<file path="src/rtl/fifo_rd_packer.sv">
// Purpose : packs NUM_BEATS consecutive FWFT FIFO entries into one wide word; flush emits a partial word early.
// Latency : out_valid rises on the edge after the last pop (or the flush); one word per NUM_BEATS+1 cycles sustained.
// Backpress: while a word waits for out_ready, popping stops and out_data/out_cnt are held; popping restarts the cycle after acceptance.
//
// Ports:
//   rd_clk, rd_rst     read-domain clock, asynchronous active-high reset
//   empty, rd_data     FIFO status and first-word-fall-through head entry
//   rd_en              pop request (combinational, never high while empty)
//   flush              single-cycle request to emit the current partial word
//   out_data, out_cnt  packed word (beat 0 in the LSBs) and its count of valid beats
//   out_valid/out_ready  output handshake
module fifo_rd_packer #(
  parameter int DATA_W    = 4,
  parameter int NUM_BEATS = 4,
  parameter int CNT_W     = $clog2(NUM_BEATS + 1)
) (
  input  logic                        rd_clk,
  input  logic                        rd_rst,
  input  logic                        empty,
  input  logic [DATA_W-1:0]           rd_data,
  output logic                        rd_en,
  input  logic                        flush,
  output logic [DATA_W*NUM_BEATS-1:0] out_data,
  output logic [CNT_W-1:0]            out_cnt,
  output logic                        out_valid,
  input  logic                        out_ready
);

  localparam int WORD_W = DATA_W * NUM_BEATS;

  if (NUM_BEATS < 2 || NUM_BEATS > 16) begin : g_bad_num_beats
    $error("fifo_rd_packer: NUM_BEATS must be within 2..16");
  end

  typedef enum logic {
    FILL = 1'b0,
    HOLD = 1'b1
  } state_t;

  state_t             state_q, state_nxt;
  logic [CNT_W-1:0]   beat_cnt_q, beat_cnt_nxt;
  logic [WORD_W-1:0]  sreg_q, sreg_nxt;
  logic [CNT_W-1:0]   out_cnt_q, out_cnt_nxt;
  logic               pop;
  logic               last_beat;
  logic               emit;

  // Gated by reset so the FIFO is never popped while this block is held in reset.
  assign pop       = (state_q == FILL) & ~empty & ~rd_rst;
  assign rd_en     = pop;

  // The shift register doubles as the output word: it is only written in FILL
  // and only cleared on acceptance, so it is naturally stable during HOLD and
  // any beats not filled before a flush are still zero.
  assign out_data  = sreg_q;
  assign out_cnt   = out_cnt_q;
  assign out_valid = (state_q == HOLD);

  always_ff @(posedge rd_clk or posedge rd_rst) begin
    if (rd_rst) begin
      state_q    <= FILL;
      beat_cnt_q <= '0;
      sreg_q     <= '0;
      out_cnt_q  <= '0;
    end else begin
      state_q    <= state_nxt;
      beat_cnt_q <= beat_cnt_nxt;
      sreg_q     <= sreg_nxt;
      out_cnt_q  <= out_cnt_nxt;
    end
  end

  always_comb begin
    state_nxt    = state_q;
    beat_cnt_nxt = beat_cnt_q;
    sreg_nxt     = sreg_q;
    out_cnt_nxt  = out_cnt_q;
    last_beat    = 1'b0;
    emit         = 1'b0;

    case (state_q)
      FILL: begin
        if (pop) begin
          for (int b = 0; b < NUM_BEATS; b++) begin
            if (beat_cnt_q == CNT_W'(b)) begin
              sreg_nxt[b*DATA_W +: DATA_W] = rd_data;
            end
          end
          beat_cnt_nxt = beat_cnt_q + CNT_W'(1);
        end

        last_beat = pop && (beat_cnt_q == CNT_W'(NUM_BEATS - 1));
        // A flush with nothing held and nothing arriving has no word to emit.
        emit      = last_beat || (flush && (pop || (beat_cnt_q != '0)));

        if (emit) begin
          state_nxt    = HOLD;
          beat_cnt_nxt = '0;
          // Count includes a beat popped in this same cycle.
          out_cnt_nxt  = beat_cnt_q + CNT_W'(pop);
        end
      end

      HOLD: begin
        // flush is deliberately not looked at here and is not remembered.
        if (out_ready) begin
          state_nxt   = FILL;
          sreg_nxt    = '0;
          out_cnt_nxt = '0;
        end
      end

      default: begin
        state_nxt = FILL;
      end
    endcase
  end

endmodule

</file>
<file path="config.mk">
export PLATFORM = sky130hd
export DESIGN_NAME = fifo_rd_packer
export DESIGN_NICKNAME = d
export VERILOG_FILES = /design/src/rtl/fifo_rd_packer.sv
export SDC_FILE = /design/constraint.sdc
export NUM_CORES = 1
export LEC_CHECK = 0
export CORE_MARGIN = 2
export CORE_UTILIZATION = 54
export DETAILED_ROUTE_END_ITERATION = 8
export DONT_BUFFER_PORTS = 1
export PLACE_DENSITY = 0.72
export SLEW_MARGIN = 15
export SYNTH_ARGS = -nofsm -noshare
export SYNTH_HDL_FRONTEND = slang
export SYNTH_SLANG_ARGS = --single-unit
</file>
<file path="constraint.sdc">
create_clock -name rd_clk -period 2 [get_ports rd_clk]
set_clock_uncertainty 0.2 [all_clocks]
set_input_delay 0.4 -clock rd_clk [delete_from_list [all_inputs] [get_ports rd_clk]]
set_output_delay 0.4 -clock rd_clk [all_outputs]
set_load 0.01 [all_outputs]
</file>
== Word level (Yosys, flattened, before mapping) ==
Cells that the tools add are included.

* Add/sub/neg operators: 2
* $mul: 0
* Div/mod/pow operators: 0
* Order comparisons: 0
* Eq/ne operators: 10
* Shift-type cells: 0
* Mux-type cells: 15
* Bitwise operators: 5
* Reductions and logical operators: 13

{| class="wikitable"
|+ Operators by type and width
! cell !! count
|-
| 2-to-1 mux 16 bit || 2
|-
| case mux 16 bit (2 select lines) || 1
|-
| 2-to-1 mux 4 bit || 4
|-
| 2-to-1 mux 3 bit || 4
|-
| AND reduction 3 bit || 4
|-
| inequality test 2 x 1 -> 1 bit (second input constant) || 5
|-
| == test 3 x 2 -> 1 bit (second input constant) || 2
|-
| case mux 3 bit (2 select lines) || 1
|-
| inequality test 2 bit (second input constant) || 2
|-
| AND reduction 2 bit || 2
|-
| adder 3 x 1 -> 3 bit || 1
|-
| adder 3 x 1 -> 3 bit (second input constant) || 1
|-
| == test 3 x 1 -> 1 bit (second input constant) || 1
|-
| logical NOT 3 bit || 1
|-
| inverter 1 bit || 3
|-
| nonzero test 3 bit || 1
|-
| bitwise AND 1 bit || 2
|-
| logical AND 1 bit || 2
|-
| logical OR 1 bit || 2
|-
| 2-to-1 mux 1 bit || 2
|-
| case mux 1 bit (2 select lines) || 1
|-
| nonzero test 2 bit || 1
|}

* Bits in registers: 23
* Bits in latches: 0
* Bits in writable memories: 0
* Bits in read-only memories: 0
* Output and inout bits: 21
* Logic and storage cells: 52
* Memories kept: 0

== Longest topological paths before layout ==
Gate-level depths: netlist of the first run.

* Depth after elaboration: 8
* Gate-level depth with buffers: 7
* Depth with buffers taken out: 5

== Worst setup path after synthesis of the first run ==
Ideal clock, no wire load.

* Path type: register to register
* Start point: register beat_cnt_q[0]
* End point: register out_cnt_q[0], in the netlist out_cnt[0]
* Setup time: 79 ps
* Data arrival time: 1568 ps
* Path slack: 153 ps
* Stages on the path, launching flop included: 7
* Buffers on the path: 1
* Clock period less this slack: 1847 ps
* Cell sequence: dfrtp_1 ha_1 ha_1 nor4b_4 o221a_2 buf_6 mux2i_1

* Cells in the longest elaborated chain, start to end: 6

{| class="wikitable"
|+ RTL lines
! what !! RTL line !! RTL
|-
| from (decl) || 41 || <nowiki>logic [CNT_W-1:0] beat_cnt_q, beat_cnt_nxt;</nowiki>
|-
| from (signal assigned) || 67 || <nowiki>beat_cnt_q <= beat_cnt_nxt;</nowiki>
|-
| parallel branches: the longest is 6 deep, another holds adder 3 x 1 -> 3 bit || n/a ||
|-
| to (signal assigned) || 69 || <nowiki>out_cnt_q <= out_cnt_nxt;</nowiki>
|-
| to (decl) || 43 || <nowiki>logic [CNT_W-1:0] out_cnt_q, out_cnt_nxt;</nowiki>
|}

Several ways; the timed one is not identified. The select of a mux whose other input is x is not followed.
A chain may end at the register's enable or synchronous reset.

== Worst setup path in the final report of the first run ==
* Start point: register state_q, in the netlist out_valid
* End point: output rd_en

* Cells in the longest elaborated chain, start to end: 3

{| class="wikitable"
|+ RTL lines
! what !! RTL line !! RTL
|-
| from (decl) || 40 || <nowiki>state_t state_q, state_nxt;</nowiki>
|-
| from (signal assigned) || 66 || <nowiki>state_q <= state_nxt;</nowiki>
|-
| inverter 1 bit (no source line) || n/a ||
|-
| bitwise AND 1 bit (2 in series) || 49 || <nowiki>assign pop = (state_q == FILL) & ~empty & ~rd_rst;</nowiki>
|-
| to (decl) || 21 || <nowiki>output logic rd_en,</nowiki>
|}

Every way passes these cells.

==> results of run 1 <==
-- cell families (layout without fill, tap and decap cells) --
| logic type | Yosys count | after routing |
|---|---|---|
| AO/OA/AOI/OAI | 20 | 20 |
| XOR/XNOR | 2 | 2 |
| adder cells (fa/ha/maj) | 6 | 6 |
| buffers and inverters | 13 | 21 |
| flip-flops | 23 | 23 |
| multiplexers | 4 | 4 |
| AND/OR/NAND/NOR | 45 | 45 |
-- sequential cells by signal (all words and copies together) (netlist names) --
name,flops
out_data,16
out_valid,1
out_cnt,3
beat_cnt_q,3
-- power by group --
group / switching, uW / leakage [uW] / internal [uW]
clock: 140 / 0.0000177 / 74.7
sequential: 184 / 0.000309 / 621
combinational: 278 / 0.000237 / 186
total: 601 / 0.000563 / 882
-- cell usage in the layout, fill, tap and decap left out --
| cell | n |
|---|---|
| o32ai_1 | 3 |
| mux2i_1 | 4 |
| buf_4 | 4 |
| clkinv_2 | 2 |
| clkbuf_4 | 3 |
| inv_1 | 8 |
| nor2b_1 | 1 |
| or3_1 | 1 |
| o211ai_1 | 4 |
| nor4_2 | 1 |
| nand2_1 | 22 |
| o21ai_0 | 11 |
| o221a_2 | 1 |
| dfrtp_1 | 23 |
| nor2_1 | 3 |
| nand3_1 | 12 |
| nand2b_1 | 1 |
| or3_4 | 1 |
| o21bai_1 | 1 |
| and2_1 | 2 |
| dlygate4sd3_1 | 4 |
| xnor2_1 | 2 |
| ha_1 | 6 |
| nor4b_4 | 1 |
-- cell type report --
| class | count | area [um2] | share of cell area |
|---|---|---|---|
| Sequential cell | 23 | 576 | 0.465 |
| Multi-Input combinational cell | 77 | 495 | 0.400 |
| Timing Repair Buffer | 8 | 70.1 | 0.0566 |
| Inverter | 9 | 35.0 | 0.0283 |
| Tap cell | 27 | 33.8 | 0.0273 |
| Clock buffer | 3 | 22.5 | 0.0182 |
| Clock inverter | 1 | 5.00 | 0.00404 |
-- timing repair --
item | 4_1_cts | 5_1_grt
hold buffers | 4 | 0
resized for setup | 2 | 0
setup endpoints to repair | 1 | 0
endpoints found under the hold margin | 16 | 0
-- Yosys cell counts (all sizes together) --
library cell	number
and2	2
buf	2
clkbuf	2
clkinv	1
dfrtp	23
ha	6
inv	8
mux2i	4
nand2	22
nand2b	1
nand3	12
nor2	3
nor2b	1
nor4	1
nor4b	1
o211ai	4
o21ai	11
o21bai	1
o221a	1
o32ai	3
or3	2
xnor2	2
-- path summary, 6_finish.rpt --
kind                                                  end
worst max-delay path                                rd_en
worst min-delay path             out_data[14]$_DFFE_PP0P_
worst max register to register  beat_cnt_q[1]$_DFFE_PP0P_
worst min register to register   out_data[14]$_DFFE_PP0P_
max in group asynchronous        out_data[12]$_DFFE_PP0P_
min in group asynchronous       beat_cnt_q[2]$_DFFE_PP0P_
-- stage by stage --
| stage | power, uW | utilization |
|---|---|---|
| floorplan | 1180 | - |
| global placement | 1250 | 0.593 |
| detailed placement | 1270 | 0.593 |
| CTS | 1490 | 0.631 |
| global route | 1590 | 0.631 |
| finish | 1480 | 0.631 |
-- layer usage --
| layer | vias to the layer above | global-route usage | share of wire |
|---|---|---|---|
| met5 | - | 0 | 0 |
| met4 | 0 | 0.106 | 0.023 |
| met3 | 6 | 0.0424 | 0.053 |
| met2 | 28 | 0.347 | 0.49 |
| met1 | 410 | 0.234 | 0.43 |
| li1 | 404 | - | - |
==> results.json, run 1 <==
{
  "cp-start-kind": "register",
  "r2r_setup_slack_ns": 0.14,
  "wire_per_inst_um": 15.0,
  "drtIter0Drc": 6,
  "antenna_found_initial": 0,
  "finalCriticalPeriod_ns": 1.94,
  "grt_first_pass_wirelength_um": 3800,
  "vias": 848,
  "yosysTopAreaCell": "dfrtp_1",
  "viasPerCell": 5.73,
  "critPathArrivalTime_ns": 1.34,
  "synth_mux_area_frac": 0.0354,
  "grt_setup_unrepaired": "false",
  "synth_fa_ha_area_frac": 0.0664,
  "path_max_fanout": 8,
  "syn_to_final_growth_pct": 9.40,
  "place_area_um2": 1160,
  "synth_cell_type_count": 23,
  "relSlewSlack": 0.609,
  "critPathTopFamily": "flip-flops",
  "pwr_density_cell_nw_per_um2": 1200,
  "fin_nets": 137,
  "whs_path_depth": 2,
  "fmax_mhz": 515,
  "synth-xor-area-share": 0.0155,
  "grt.overflow.total": 0,
  "cts_tree": "built",
  "hp-class": "in -> reg",
  "end_kind": "output port",
  "yosys_warnings": 0,
  "final-instance-count-excl-fill": 148,
  "drc_errors": 0,
  "die_y_um": 49.8,
  "dpl.cell_count": 140,
  "clk_root_buffer_cell": "clkbuf_4",
  "cts_max_path_buffers": 2,
  "place_hpwl_um": 1680,
  "synth_simple_gate_area_frac": 0.201,
  "dieArea_um2": 2480,
  "synth-seq-area-share": 0.509,
  "io_pins": 30,
  "hold_viol": 0,
  "cts_setup_buffers": 0,
  "required_ns": 1.40,
  "synth_top_family_by_area": "simple AND/OR/NAND/NOR gates",
  "placementRows": 16,
  "crit_type": "reg -> out",
  "worstSetupStartpoint": "out_valid$_DFF_PP0_",
  "grt_usage": 0.202,
  "grt_max_degree": 19,
  "synth_area_um2": 1130,
  "drive_gt1_frac": 0.107,
  "drt-pass1-iter-count": 4,
  "r2r_cells": 5,
  "syn-num-nets": 128,
  "globalplace.congestion": 0.793,
  "finalInstanceArea_um2": 1240,
  "vdd_drop_max_mv": 0.610,
  "cts_htree_levels": 1,
  "crit_cells": 2,
  "syn_avg_cell_area_um2": 10.0,
  "syn_inst": 113,
  "cts_num_sinks": 23,
  "fin_tns_setup_ns": 0,
  "start_util": 0.577,
  "grt_pass1_vias": 865,
  "synth-compound-area-share": 0.115,
  "outcome": "complete, no violations",
  "post-place-ws_ns": 0.169,
  "fin_ws_ns": 0.0592,
  "cp.buffers_inverters": 1,
  "fill_cells": 188,
  "path_cells": "or3_4, clkinv_2",
  "synthTopCellsByArea": "dfrtp_1, nand2_1, ha_1, nand3_1, o21ai_0",
  "drt-total-wl_um": 2220,
  "n_antenna_cell": 0,
  "clk_pin_slew_ns": 0.12,
  "coreArea_um2": 1960,
  "cts_made_buffers": 3,
  "drv_slew": 0,
  "fin_crit_sh": 0.970,
  "r2r-start": "beat_cnt_q[0]$_DFFE_PP0P_",
  "maxCapViolations": 0,
  "hold_slack_ns": 0.00203,
  "die_x_um": 49.8,
  "worstMarginPinSlew_ns": 0.585,
  "slowest_delay_ns": 0.45,
  "min-delay-start": "rd_data[2]",
  "drtAntennaViolNets": 0,
  "setup_violations": 0,
  "yosys.area.top_type_share": 0.509,
  "leakage_uw": 0.000563,
  "clk_latency_ns": 0.31,
  "ys_seq_elements": 23,
  "io_buffers": 0,
  "worst_path_max_delay_cell": "dfrtp_1"
}
(Power assumes the default switching activity.)
==> run 2: changes to the inputs <==
- ABC_AREA: unset -> 1
==> results.json, run 2 <==
{
  "outcome": "complete, no violations",
  "drv_slew": 0,
  "final_common_cell": "nand2_1",
  "final_cell_mix": "nand2_1, dfrtp_1, nand3_1",
  "worstMarginPinSlew_ns": 0.288,
  "place_hpwl_um": 1710,
  "fin_nets": 141,
  "yosysTopAreaCell": "dfrtp_1",
  "io_pins": 30,
  "synth_edf_count": 0,
  "cts_tree": "built",
  "r2r-end": "beat_cnt_q[2]$_DFFE_PP0P_",
  "critPathArrivalTime_ns": 1.23,
  "cts_num_sinks": 23,
  "end_kind": "output port",
  "multi_input_area_um2": 473,
  "grt_max_degree": 24,
  "cts_max_path_buffers": 2,
  "required_ns": 1.40,
  "synth-seq-area-share": 0.523,
  "vdd_drop_max_mv": 0.810,
  "cts_hold_buffers": 2,
  "synth_area_um2": 1100,
  "synth_cell_type_count": 18,
  "setup_violations": 0,
  "clk_latency_ns": 0.31,
  "leakage_uw": 0.000632,
  "min-delay-start": "rd_data[2]",
  "pwr_density_cell_nw_per_um2": 1350,
  "start_util": 0.566,
  "r2r-start": "beat_cnt_q[0]$_DFFE_PP0P_",
  "syn-num-nets": 133,
  "n_antenna_cell": 0,
  "die_y_um": 49.1,
  "largest_reg_flops": 16,
  "die_x_um": 49.1,
  "viasPerCell": 5.37,
  "synthTopCellsByArea": "dfrtp_1, nand2_1, nand3_1, o21ai_0, ha_1",
  "crit_type": "reg -> out",
  "synth_common_cells": "nand2_1, dfrtp_1, nand3_1",
  "globalplace.congestion": 0.773,
  "fin_tns_setup_ns": 0,
  "cp-endpoint": "rd_en",
  "cp-start-kind": "register",
  "grt_pass1_vias": 849,
  "grt_usage": 0.208,
  "cts_resized": 0,
  "coreArea_um2": 1940,
  "yosys.area.top_type_share": 0.523,
  "cts_made_buffers": 3,
  "drt-total-wl_um": 2250,
  "io_buffers": 0,
  "cts_setup_buffers": 0,
  "drtIter0Drc": 11,
  "placementRows": 16,
  "regArea_um2": 576,
  "drtAntennaViolNets": 0,
  "finalCriticalPeriod_ns": 1.83,
  "grt.overflow.total": 0,
  "relSlewSlack": 0.808,
  "yosysMostFrequentCell": "nand2_1",
  "drc_errors": 0,
  "fmax_mhz": 545,
  "grt_setup_unrepaired": "false",
  "grt_first_pass_wirelength_um": 3850,
  "dieArea_um2": 2410,
  "fin_crit_sh": 0.917,
  "fill_cells": 179,
  "clk_root_buffer_cell": "clkbuf_4",
  "cts_htree_levels": 1,
  "syn_inst": 118,
  "hold_viol": 0,
  "syn_to_final_growth_pct": 8.30,
  "syn_avg_cell_area_um2": 9.32,
  "fin_util": 0.613,
  "ys.flop_type": "dfrtp_1",
  "drive_gt1_frac": 0.152,
  "ys_seq_elements": 23,
  "worstSetupStartpoint": "out_valid$_DFF_PP0_",
  "hp-class": "in -> reg",
  "yosys_warnings": 0,
  "wire_per_inst_um": 14.8,
  "p_total_uw": 1610,
  "path_max_fanout": 10,
  "antenna_found_initial": 0,
  "r2r_cells": 8,
  "drt-pass1-iter-count": 4,
  "clk_pin_slew_ns": 0.13,
  "vias": 816,
  "maxCapViolations": 0,
  "synthArstFlopShare": 1.00,
  "r2r_setup_slack_ns": 0.26
}
## run 2: power by group
group / switching, uW / internal, uW / total [uW]
combinational: 369 / 179 / 548
sequential: 212 / 634 / 845
clock: 139 / 74.6 / 214
total: 720 / 887 / 1610
## run 2: worst max-delay path, cell delays in order, from the launching register on
cell	delay, ns
dfrtp_1	0.50
inv_2	0.16
nand2_4	0.14
clkinv_2	0.13
## run 2: logic make-up after synthesis
| logic type | synth area share |
|---|---|
| AO/OA/AOI/OAI | 0.0899 |
| XOR/XNOR | 0.00797 |
| adder cells (fa/ha/maj) | 0.0683 |
| buffers and inverters | 0.0466 |
| flip-flops | 0.523 |
| AND/OR/NAND/NOR | 0.264 |
## run 2: final cells by class
class,count,area share
Tap cell,27,0.0284
Clock buffer,3,0.0189
Clock inverter,1,0.00420
Inverter,12,0.0389
Sequential cell,23,0.483
Timing Repair Buffer,4,0.0294
Multi-Input combinational cell,82,0.397
## run 2: worst min-delay path by stage
| stage | to | slack (ns) | cells past startpoint |
|---|---|---|---|
| floorplan | beat_cnt_q[0]$_DFFE_PP0P_ | 0.21 | 1 |
| global placement | beat_cnt_q[2]$_DFFE_PP0P_ | 0.17 | 2 |
| detailed placement | beat_cnt_q[2]$_DFFE_PP0P_ | 0.18 | 2 |
| CTS | out_data[2]$_DFFE_PP0P_ | 0.09 | 2 |
| global route | out_data[14]$_DFFE_PP0P_ | 0.11 | 2 |
| finish | out_data[14]$_DFFE_PP0P_ | 0.10 | 2 |
## run 2: metal layers
metal,part of all wire,wire [um],global-route usage
met1,0.41,922,0.251
met2,0.49,1110,0.358
met3,0.088,197,0.0644
met4,0.0076,17,0.0571
met5,0,0,0
## run 2: metrics by stage
stage                     std cells  hold WS (ns)  area, um2  setup slack, ns
final                           152         0.101       1190            0.165
after global routing            152         0.108       1190           0.0973
after CTS                       152        0.0909       1190            0.156
after detailed placement        146         0.178       1140            0.319
after global placement          146         0.171       1140            0.372
after floorplan                 118         0.210       1100            0.173
==> run 3: changes to the inputs <==
- CORE_UTILIZATION: 54 -> 55
- CTS_BUF_LIST: unset -> sky130_fd_sc_hd__clkbuf_16
- PLACE_DENSITY: 0.72 -> 0.7
- clock period: 2 -> 1.8 ns (I/O delays scaled with it)
==> results.json, run 3 (synthesized netlist as in run 2, its figures left out) <==
{
  "outcome": "complete, no violations",
  "finalCriticalPeriod_ns": 1.71,
  "grt_usage": 0.182,
  "n_antenna_cell": 0,
  "min-delay-start": "rd_data[0]",
  "vias": 791,
  "hold_path_end": "out_data[12]$_DFFE_PP0P_",
  "crit_type": "reg -> out",
  "drt-pass1-iter-count": 4,
  "drt-total-wl_um": 2100,
  "drive_gt1_frac": 0.144,
  "cts_tree": "built",
  "r2r-end": "out_cnt[1]$_DFFE_PP0P_",
  "syn_to_final_growth_pct": 13.2,
  "wire_per_inst_um": 13.8,
  "place_hpwl_um": 1560,
  "leakage_uw": 0.000657,
  "setup_violations": 0,
  "critPathArrivalTime_ns": 1.15,
  "cts_setup_buffers": 0,
  "fin_tns_setup_ns": 0,
  "final_common_cell": "nand2_1",
  "grt_setup_unrepaired": "false",
  "final-instance-count-excl-fill": 152,
  "dpl.cell_count": 146,
  "path_cells": "inv_4, nand2_4, clkinv_2",
  "drc_errors": 0,
  "required_ns": 1.24,
  "cts_made_buffers": 3,
  "worstMarginPinSlew_ns": 0.290,
  "grt_max_degree": 24,
  "worst_path_max_delay_cell": "dfrtp_1",
  "cp.buffers_inverters": 2,
  "antenna_found_initial": 0,
  "grt_first_pass_wirelength_um": 3350,
  "dieArea_um2": 2370,
  "whs_path_depth": 2,
  "drv_slew": 0,
  "hp-class": "in -> reg",
  "fin_nets": 141,
  "placementRows": 16,
  "multi_input_area_um2": 473,
  "fill_cells": 164,
  "r2r_cells": 8,
  "largest_reg_flops": 16,
  "io_buffers": 0,
  "fmax_mhz": 586,
  "slowest_delay_ns": 0.51,
  "clk_root_buffer_cell": "clkbuf_16",
  "relSlewSlack": 0.806,
  "r2r-start": "beat_cnt_q[1]$_DFFE_PP0P_",
  "vdd_drop_max_mv": 0.936,
  "coreArea_um2": 1920,
  "cts_max_path_buffers": 2,
  "clk_pin_slew_ns": 0.06,
  "globalplace.congestion": 0.876,
  "die_x_um": 48.7,
  "io_pins": 30,
  "viasPerCell": 5.20,
  "cts_num_sinks": 23,
  "grt.overflow.total": 0,
  "hold_viol": 0,
  "drtIter0Drc": 9,
  "clk_latency_ns": 0.25,
  "drtAntennaViolNets": 0,
  "grt_pass1_vias": 751,
  "fin_crit_sh": 0.947,
  "cts_htree_levels": 1,
  "regArea_um2": 576,
  "cp-start-kind": "register",
  "end_kind": "output port",
  "critPathTopFamily": "flip-flops",
  "final_cell_mix": "nand2_1, dfrtp_1, nand3_1",
  "r2r_setup_slack_ns": 0.18,
  "path_max_fanout": 10,
  "start_util": 0.572,
  "maxCapViolations": 0,
  "pwr_density_cell_nw_per_um2": 1610,
  "die_y_um": 48.7
}
==> run 3: cell types whose count changed in the layout (fill, tap and decap cells not counted), sizes merged <==
cell    previous run  this run
clkinv             2         1
inv               11        12
==> run 3: layout make-up <==
cell class	count	share of cell area
inverter	12	0.0392
timing repair buffer	4	0.0281
tap	27	0.0271
clock inverter	1	0.00302
multi-input combinational	82	0.380
clock buffer	3	0.0603
sequential	23	0.462
==> run 3: routing by layer <==
metal,wire length (um),track usage,up-vias
met5,0,0,-
met3,103,0.0463,5
met2,1050,0.317,19
met1,920,0.215,363
li1,-,-,404
met4,34,0.0714,0
==> run 3: report_power, final <==
part	internal [uW]	switching (uW)
sequential	707	228
clock	296	171
combinational	202	403
total	1210	802
==> run 3: what timing repair did <==
action | 4_1_cts | 5_1_grt
hold endpoints to repair | 23 | 1
gates resized for setup | 0 | 1
setup endpoints to repair | 0 | 1
hold buffers | 1 | 1
==> run 3: how the worst max path moves through the flow <==
stage,from,end,slack (ns),cells past startpoint
4_1_cts,out_valid$_DFF_PP0_,rd_en,0.06,3
6_report,out_valid$_DFF_PP0_,rd_en,0.09,3
5_1_grt,beat_cnt_q[0]$_DFFE_PP0P_,out_cnt[1]$_DFFE_PP0P_,0.02,8
3_5_place_dp,out_valid$_DFF_PP0_,out_cnt[2]$_DFFE_PP0P_,0.17,7
3_3_place_gp,out_valid$_DFF_PP0_,out_cnt[2]$_DFFE_PP0P_,0.18,7
2_1_floorplan,rd_rst,beat_cnt_q[1]$_DFFE_PP0P_,0.01,6
==> run 3: per-stage QoR <==
stage          total power [uW]  setup slack [ns]  instance area, um2  hold WS (ns)  utilization
2_1_floorplan              1390            0.0134                1100         0.170            -
3_3_place_gp               1520             0.181                1140         0.129        0.595
3_5_place_dp               1540             0.168                1140         0.131        0.595
4_1_cts                    2010            0.0643                1230       0.00286        0.641
5_1_grt                    2150            0.0215                1240         0.147        0.648
6_report                   2010            0.0946                1240         0.126        0.648
